===== src/rtl/hall_call_panel.sv =====
// Hall-call panel: latches up/down presses per floor, drives lamps and
// offers pending calls one at a time to the building controller.
module hall_call_panel #(
  parameter int FLOOR_COUNT = 7,
  parameter int FLOOR_WIDTH = 3,
  parameter int ACK_TIMEOUT = 15
) (
  input  logic                   clk,
  input  logic                   reset,
  input  logic [FLOOR_COUNT-1:0] btn_up,
  input  logic [FLOOR_COUNT-1:0] btn_down,
  input  logic                   served_valid,
  input  logic [FLOOR_WIDTH-1:0] served_floor,
  input  logic                   served_up_ndown,
  output logic [FLOOR_WIDTH:0]   hall_request,
  output logic                   hall_request_valid,
  input  logic                   request_ack,
  output logic [FLOOR_COUNT-1:0] lamp_up,
  output logic [FLOOR_COUNT-1:0] lamp_down
);

  localparam int NS = 2 * FLOOR_COUNT;
  localparam int PW = $clog2(NS);
  localparam int CW = $clog2(ACK_TIMEOUT + 1);

  typedef enum logic {IDLE, REQ} state_e;

  logic [FLOOR_COUNT-1:0] btn_up_q;
  logic [FLOOR_COUNT-1:0] btn_down_q;
  logic [NS-1:0]          unsent_q, unsent_d;
  logic [NS-1:0]          sent_q, sent_d;
  logic [PW-1:0]          ptr_q;
  logic [PW-1:0]          slot_q;
  logic [CW-1:0]          cnt_q;
  logic [FLOOR_WIDTH:0]   req_q;
  logic                   valid_q;
  state_e                 state_q;

  logic [FLOOR_COUNT-1:0] press_up, press_dn;
  logic [NS-1:0]          press, valid_mask, free;
  logic [NS-1:0]          serve_mask, slot_hot, ack_mask, cand;
  logic [FLOOR_WIDTH:0]   serve_slot;
  logic                   served_ok, inflight_hit, ack_fire;
  logic                   pick_found;
  logic [PW-1:0]          pick_slot;

  localparam logic [NS-1:0] ONE = {{(NS-1){1'b0}}, 1'b1};

  assign hall_request       = req_q;
  assign hall_request_valid = valid_q;

  always_comb begin
    press_up   = btn_up & ~btn_up_q;
    press_dn   = btn_down & ~btn_down_q;
    press      = '0;
    lamp_up    = '0;
    lamp_down  = '0;
    valid_mask = '1;
    // No down call from the ground floor, no up call from the top floor
    valid_mask[1]    = 1'b0;
    valid_mask[NS-2] = 1'b0;
    for (int f = 0; f < FLOOR_COUNT; f++) begin
      press[2*f]   = press_up[f];
      press[2*f+1] = press_dn[f];
      lamp_up[f]   = unsent_q[2*f] | sent_q[2*f];
      lamp_down[f] = unsent_q[2*f+1] | sent_q[2*f+1];
    end
  end

  always_comb begin
    serve_slot   = {served_floor, ~served_up_ndown};
    served_ok    = served_valid &&
                   ({1'b0, served_floor} < (FLOOR_WIDTH+1)'(FLOOR_COUNT));
    serve_mask   = served_ok ? (ONE << serve_slot) : '0;
    slot_hot     = ONE << slot_q;
    inflight_hit = |(serve_mask & slot_hot);
    ack_fire     = (state_q == REQ) && request_ack && !inflight_hit;
    ack_mask     = ack_fire ? slot_hot : '0;
    free         = ~(unsent_q | sent_q);
    unsent_d     = (unsent_q | (press & free & valid_mask))
                   & ~ack_mask & ~serve_mask;
    sent_d       = (sent_q | ack_mask) & ~serve_mask;
    cand         = unsent_q & ~serve_mask;
  end

  // Round-robin search for the first unsent slot after the pointer
  always_comb begin
    pick_found = 1'b0;
    pick_slot  = '0;
    for (int i = 0; i < NS; i++) begin
      int idx;
      idx = int'(ptr_q) + 1 + i;
      if (idx >= NS) idx = idx - NS;
      if (!pick_found && cand[idx]) begin
        pick_found = 1'b1;
        pick_slot  = PW'(idx);
      end
    end
  end

  always_ff @(posedge clk) begin
    if (reset) begin
      btn_up_q   <= '0;
      btn_down_q <= '0;
      unsent_q   <= '0;
      sent_q     <= '0;
      ptr_q      <= PW'(NS - 1);
      slot_q     <= '0;
      cnt_q      <= '0;
      req_q      <= '0;
      valid_q    <= 1'b0;
      state_q    <= IDLE;
    end else begin
      btn_up_q   <= btn_up;
      btn_down_q <= btn_down;
      unsent_q   <= unsent_d;
      sent_q     <= sent_d;
      unique case (state_q)
        IDLE: begin
          if (pick_found) begin
            req_q   <= {~pick_slot[0], FLOOR_WIDTH'(pick_slot >> 1)};
            slot_q  <= pick_slot;
            valid_q <= 1'b1;
            cnt_q   <= '0;
            state_q <= REQ;
          end
        end
        REQ: begin
          if (inflight_hit) begin
            valid_q <= 1'b0;
            state_q <= IDLE;
          end else if (request_ack ||
                       cnt_q == CW'(ACK_TIMEOUT - 1)) begin
            valid_q <= 1'b0;
            ptr_q   <= slot_q;
            state_q <= IDLE;
          end else begin
            cnt_q <= cnt_q + CW'(1);
          end
        end
      endcase
    end
  end

endmodule

===== config.mk =====
export PLATFORM = sky130hd
export DESIGN_NAME = hall_call_panel
export DESIGN_NICKNAME = d
export VERILOG_FILES = /design/src/rtl/hall_call_panel.sv
export SDC_FILE = /design/constraint.sdc
export NUM_CORES = 1
export LEC_CHECK = 0
export BUFFER_PORTS_ARGS = -buffer_cell sky130_fd_sc_hd__buf_4
export CAP_MARGIN = 5
export CORE_ASPECT_RATIO = 0.9
export CORE_MARGIN = 1.5
export CORE_UTILIZATION = 59
export CTS_BUF_LIST = sky130_fd_sc_hd__clkbuf_2 sky130_fd_sc_hd__clkbuf_4 sky130_fd_sc_hd__clkbuf_8
export CTS_CLUSTER_DIAMETER = 100
export DETAILED_ROUTE_END_ITERATION = 12
export PLACE_DENSITY = 0.78
export SLEW_MARGIN = 20
export SYNTH_ARGS = -nofsm -noshare
export SYNTH_HDL_FRONTEND = slang
export SYNTH_SLANG_ARGS = --single-unit

===== constraint.sdc =====
create_clock -name clk -period 6.2 [get_ports clk]
set_input_delay 1.86 -clock clk [delete_from_list [all_inputs] [get_ports clk]]
set_output_delay 1.86 -clock clk [all_outputs]
set_load 0.02 [all_outputs]

==> flow_metrics.tcl, run 1 <==
set metrics [dict create \
    grt_max_degree 55 \
    post_cts_resized 0 \
    ant_nets 0 \
    setup_tns_ns 0 \
    synthMuxAreaShare 0.1089 \
    rsz0062_at_grt "no" \
    clock_latency_ns 0.32 \
    ir_drop_mv 0.3663 \
    synthCells 906 \
    synth_nets 952 \
    synth_edf_count 0 \
    avgSynthCellArea_um2 7.549 \
    drc_errors 0 \
    dpl.hpwl_um 18440 \
    synth_warnings 0 \
    htreeDepth 2 \
    fin_hold_ws_ns 0.5116 \
    cap_violations 0 \
    synth_top_family_by_area "compound AO/OA/AOI/OAI gates" \
    cts_tree "done" \
    ys.flop_type "dfxtp_1" \
    cts_buffers 5 \
    antenna_found_initial 0 \
    critPathCapture "slot_q[1]" \
    synth_xor_area_frac 0.04555 \
    grt_util_all_layers 0.3866 \
    ios 41 \
    reg2reg_from "ptr_q[0]" \
    holdBufCountCts 0 \
    drt_iter0_drc 1060 \
    grt_pass1_wl_um 36620 \
    period_minus_slack_ns 5.442 \
    ff2ff_setup_slack_ns 0.76 \
    worstSetupStartpoint "served_up_ndown" \
    floorplan.die.width_um 116.5 \
    nFillCells 992 \
    root_buffer "clkbuf_8" \
    start_kind "input pin" \
    synthAdderAreaFrac 0.04391 \
    wl_met3_um 3194 \
    worstPathRequired_ns 6.41 \
    fin_skew_ns 0.007283 \
    avgRoutedWirePerCell_um 22.39 \
    die-area_mm2 0.01225 \
    routed-via-count 7508 \
    gp_congestion 1.075 \
    slew_headroom 0.3837 \
    antennaDiodeCount 0 \
    clk_path_buf_depth 2 \
    fin_nets 965 \
    multi_input_area_mm2 0.005381 \
    grt_pass1_vias 6782 \
    regArea_mm2 0.001101 \
    finalSetupViolations 0 \
    power.leakage_uw 0.002843 \
    critPathKind "input pin to flop" \
    critPathMaxFanout 14 \
    place.port_buffers 38 \
    postCtsSetupBuffers 0 \
    synth_area_mm2 0.006839 \
    end_kind "flop" \
    synth-seq-cells 55 \
    wl_met2_um 10210 \
    synth_compound_gate_area_share 0.3152 \
    hold_viol 0 \
    max_freq_mhz 183.8 \
    core_mm2 0.01134 \
    hold_path_class "flop to flop" \
    fin_crit_sh 0.8777 \
    slew_violations 0 \
    reg2regPathDepth 17 \
    wl_um 24070 \
    detail_route.vias_per_cell 6.984 \
    areaGrowthSynthToFinish_pct 7.208 \
    clk_pin_slew_ns 0.10 \
    cts.sinks 55 \
    synth_cell_types 109 \
    rr_endpoint "slot_q[1]" \
    status "finished clean" \
    cp.arrival_ns 5.65 \
    initial_core_util 0.6030 \
    rows 37 \
    wl_met1_um 10160 \
    firstDrtPassIters 9 \
    synth_simple_gate_area_share 0.2733 \
    synthArstFlopShare 0 \
    grt-ovfl-total 0 \
    drive_gt1_frac 0.1545 \
    highest_layer "met4" \
    ys_seq_area_frac 0.1610 \
    tightest_slew_ns 0.9159 \
    p_per_area_mw_per_mm2 444.4 \
    die_h_um 105.1 \
]
-- state kept, by name, summed over array words and instances, names as in the netlist --
name,flops
cnt_q,4
hall_request,2
state_q,1
unsent_q,14
btn_up_q,6
btn_down_q,6
sent_q,14
slot_q,3
ptr_q,4
hall_request_valid,1
-- metal layers --
layer / global-route usage / up-vias
met1: 0.5317 / 3580
met5: 0 / -
li1: - / 3446
met4: 0.09146 / 0
met2: 0.5706 / 427
met3: 0.1433 / 55
-- power by group --
group	internal [uW]	switching (uW)	total [uW]
logic	987	1590	2580
registers	386	49.7	436
clock network	123	122	245
-- worst min-delay path by stage --
stage | startpoint | endpoint | slack (ns) | depth (start not counted)
final | sent_q[4] | sent_q[4] | 0.51 | 2
after global routing | sent_q[4] | sent_q[4] | 0.54 | 2
after CTS | sent_q[12] | sent_q[12] | 0.51 | 2
after detailed placement | sent_q[12] | sent_q[12] | 0.49 | 2
after global placement | sent_q[12] | sent_q[12] | 0.47 | 2
after floorplan | sent_q[12] | sent_q[12] | 0.46 | 2
-- critical path, cell delays in order --
cell and delay (ns):
buf_4 0.17, or3b_1 0.47, nor2_1 0.35, o22a_1 0.42
mux2_1 0.20, a2bb2oi_1 0.20, o21a_1 0.31, o211ai_2 0.24
or3_1 0.43, a2111oi_0 0.65, a211oi_1 0.11, o31ai_1 0.13
a21oi_1 0.10
-- cell usage after synthesis, types with 7 or more instances --
library cell    n  share of area
nor4_1         13          0.012
nor2b_1        22          0.020
nand2_1        74          0.041
dfxtp_1        55           0.16
and3_1          9         0.0082
a21oi_1        52          0.038
mux2_2          9          0.015
nor2_1        108          0.059
or3_1          10         0.0091
o22ai_1        13          0.012
inv_1          22          0.012
o2bb2ai_1       7         0.0090
a31oi_1         7         0.0064
nand3_1        18          0.013
nand2b_1       12          0.011
xnor2_1        16          0.020
or2_2          18          0.016
a211oi_1       21          0.023
nor3b_1         7         0.0077
o211ai_1        8         0.0088
clkbuf_1       23          0.013
nor3_1         34          0.025
o21a_1         19          0.021
o21ai_0        35          0.026
mux2i_1        49          0.072
buf_2          21          0.015
o22a_1          7         0.0090
ha_1           24          0.044
-- area by class of cell --
cell class / count / area share
inverter: 28 / 0.01536
sequential: 55 / 0.1502
tap: 156 / 0.02662
multi-input combinational: 771 / 0.7340
timing repair buffer: 58 / 0.05939
clock inverter: 1 / 0.004096
clock buffer: 6 / 0.01041
-- logic make-up (layout without fill, tap and decap cells) --
logic type	count (synthesis)	after routing
flip-flops	55	55
AND/OR/NAND/NOR	366	366
buffers and inverters	80	93
multiplexers	67	67
XOR/XNOR	27	27
adder cells (fa/ha/maj)	24	24
AO/OA/AOI/OAI	287	287
-- stage by stage --
step                instances    util  power [uW]  area [um^2]  setup WS, ns
global placement         1068  0.6371        2873         7226        0.6498
global route             1075  0.6464        3446         7332        0.5689
finish                   1075  0.6464        3258         7332        0.7584
detailed placement       1068  0.6371        2919         7226        0.5435
CTS                      1075  0.6464        3172         7332        0.8777
floorplan                 906       -        2312         6839         1.054
-- placed cells by master (no fill, tap or decap), types with 19 or more instances in the layout --
cell,instances
nor2_1,108
nand2_1,74
buf_4,58
dfxtp_1,55
a21oi_1,52
mux2i_1,49
o21ai_0,35
nor3_1,34
ha_1,24
inv_1,22
nor2b_1,22
a211oi_1,21
o21a_1,19
No activity file was read; power rests on OpenSTA's default activity.
==> run 2: changes to the inputs <==
--- a/config.mk
+++ b/config.mk
@@ -7,13 +7,15 @@
 export LEC_CHECK = 0
 export BUFFER_PORTS_ARGS = -buffer_cell sky130_fd_sc_hd__buf_4
 export CAP_MARGIN = 5
+export CELL_PAD_IN_SITES_DETAIL_PLACEMENT = 0
+export CELL_PAD_IN_SITES_GLOBAL_PLACEMENT = 1
 export CORE_ASPECT_RATIO = 0.9
 export CORE_MARGIN = 1.5
-export CORE_UTILIZATION = 59
+export CORE_UTILIZATION = 48
 export CTS_BUF_LIST = sky130_fd_sc_hd__clkbuf_2 sky130_fd_sc_hd__clkbuf_4 sky130_fd_sc_hd__clkbuf_8
 export CTS_CLUSTER_DIAMETER = 100
 export DETAILED_ROUTE_END_ITERATION = 12
-export PLACE_DENSITY = 0.78
+export PLACE_DENSITY_LB_ADDON = 0.1
 export SLEW_MARGIN = 20
 export SYNTH_ARGS = -nofsm -noshare
 export SYNTH_HDL_FRONTEND = slang
==> flow_metrics.tcl, run 2 (synthesis results as in run 1) <==
set metrics [dict create \
    firstDrtPassIters 6 \
    start_kind "flop" \
    crit_chain "buf_4 -> inv_2 -> ha_1 -> xor2_2 -> buf_4 -> inv_1 -> buf_4 -> ha_1 -> nand2_1 -> o31ai_1 -> a221oi_1 -> o22ai_1 -> nand2_1 -> and3_1 -> a211oi_2 -> o21bai_4 -> nor3b_2 -> nand3b_1 -> a31oi_1 -> a211oi_1" \
    detail_route.vias_per_cell 6.635 \
    stdcell_count 1115 \
    crit_top_cell "buf_4" \
    nFillCells 1383 \
    slew_headroom 0.4472 \
    root_buffer "clkbuf_8" \
    critPathKind "flop to flop" \
    place.port_buffers 38 \
    initial_core_util 0.4901 \
    end_kind "flop" \
    areaGrowthSynthToFinish_pct 8.288 \
    finalSetupViolations 0 \
    setup_tns_ns 0 \
    cts_buffers 5 \
    p_per_area_mw_per_mm2 446.0 \
    gp_congestion 0.9829 \
    post_cts_resized 0 \
    antenna_found_initial 0 \
    routed-via-count 7398 \
    cts.sinks 55 \
    critPathMaxFanout 18 \
    fin_skew_ns 0.01453 \
    holdBufCountCts 0 \
    htreeDepth 2 \
    grt_pass1_vias 6622 \
    cap_violations 0 \
    layout_common_cells "nor2_1, nand2_1, buf_4, dfxtp_1, a21oi_1" \
    largestRegisters "sent_q: 14 flops, unsent_q: 14 flops" \
    cp.arrival_ns 5.58 \
    crit_buf_inv 5 \
    floorplan.die.width_um 128.8 \
    postCtsSetupBuffers 0 \
    ff2ff_setup_slack_ns 0.81 \
    grt_pass1_wl_um 37180 \
    hold_path_class "flop to flop" \
    reg2reg_from "ptr_q[0]" \
    worstPathRequired_ns 6.39 \
    worstSetupPathDepth 20 \
    grt_max_degree 55 \
    clock_latency_ns 0.33 \
    dpl.hpwl_um 18830 \
    status "finished clean" \
    grt-ovfl-total 0 \
    dp_slack_ns 0.6660 \
    ant_nets 0 \
    core_mm2 0.01395 \
    die_h_um 116.2 \
    fin_crit_sh 0.8699 \
    clk_path_buf_depth 2 \
    wl_um 24350 \
    period_minus_slack_ns 5.393 \
    reg2regPathDepth 20 \
    drc_errors 0 \
    dpl.cell_count 1107 \
    tightest_slew_ns 0.8205 \
    rsz0062_at_grt "no" \
    die-area_mm2 0.01497 \
    fin_nets 967 \
    slowest_delay_ns 0.57 \
    avgRoutedWirePerCell_um 21.84 \
    max_freq_mhz 185.4 \
    antennaDiodeCount 0 \
    rr_endpoint "hall_request[3]" \
    finalWorstSetupSlack_ns 0.8065 \
    hold_viol 0 \
    final_common_cell "nor2_1" \
    cts_tree "done" \
    slew_violations 0 \
    worstSetupStartpoint "ptr_q[0]" \
    power.leakage_uw 0.002860 \
    critPathSlowestCell "a211oi_2" \
    clk_pin_slew_ns 0.10 \
    critPathCapture "hall_request[3]" \
    critPathTopFamily "compound AO/OA/AOI/OAI gates" \
    grt_util_all_layers 0.3238 \
    drt_iter0_drc 750 \
    drive_gt1_frac 0.1584 \
    ios 41 \
    ir_drop_mv 0.2825 \
    rows 41 \
]
-- run 2: cell count changes in the layout (fill, tap and decap cells not counted), sizes merged --
cell,delta
clkinv,+1
buf,+2
-- run 2: worst min-delay path by stage --
| stage | from | endpoint | slack [ns] | cells after the start |
|---|---|---|---|---|
| 2_1_floorplan | sent_q[12] | sent_q[12] | 0.46 | 2 |
| 5_1_grt | sent_q[12] | sent_q[12] | 0.53 | 2 |
| 3_3_place_gp | hall_request_valid | hall_request_valid | 0.47 | 2 |
| 4_1_cts | hall_request_valid | hall_request_valid | 0.51 | 2 |
| 3_5_place_dp | hall_request_valid | hall_request_valid | 0.48 | 2 |
| 6_report | hall_request_valid | hall_request_valid | 0.50 | 2 |
-- run 2: area by class of cell --
| type | count | area (um^2) | area share |
|---|---|---|---|
| Timing Repair Buffer | 60 | 450.4 | 0.06082 |
| Clock inverter | 2 | 35.03 | 0.004731 |
| Inverter | 28 | 112.6 | 0.01521 |
| Clock buffer | 6 | 82.58 | 0.01115 |
| Multi-Input combinational cell | 771 | 5381 | 0.7266 |
| Sequential cell | 55 | 1102 | 0.1488 |
| Tap cell | 193 | 241.5 | 0.03261 |
-- run 2: tightest hold or removal path, cell delays in order (launching register included) --
cell     delay [ns]
dfxtp_1        0.34
a21oi_1        0.06
nor2_1         0.07
-- run 2: report_power, final --
| group | internal [uW] | total [uW] | switching [uW] |
|---|---|---|---|
| sequential | 386 | 436 | 49.3 |
| combinational | 998 | 2610 | 1620 |
| clock | 131 | 255 | 124 |
-- run 2: metrics by stage --
stage	cell area, um^2	total power (uW)	utilization	hold slack [ns]
2_1_floorplan	6839	2312	-	0.4633
3_3_place_gp	7288	2927	0.5223	0.4742
3_5_place_dp	7288	2969	0.5223	0.4817
4_1_cts	7406	3235	0.5308	0.5085
5_1_grt	7406	3485	0.5308	0.5303
6_report	7406	3303	0.5308	0.5044
-- run 2: per-layer routing --
metal / up-vias / GRT usage / share of wire
li1: 3440 / - / -
met1: 3549 / 0.4776 / 0.47
met2: 371 / 0.4809 / 0.42
met3: 38 / 0.07284 / 0.094
met4: 0 / 0.06592 / 0.017
met5: - / 0 / 0
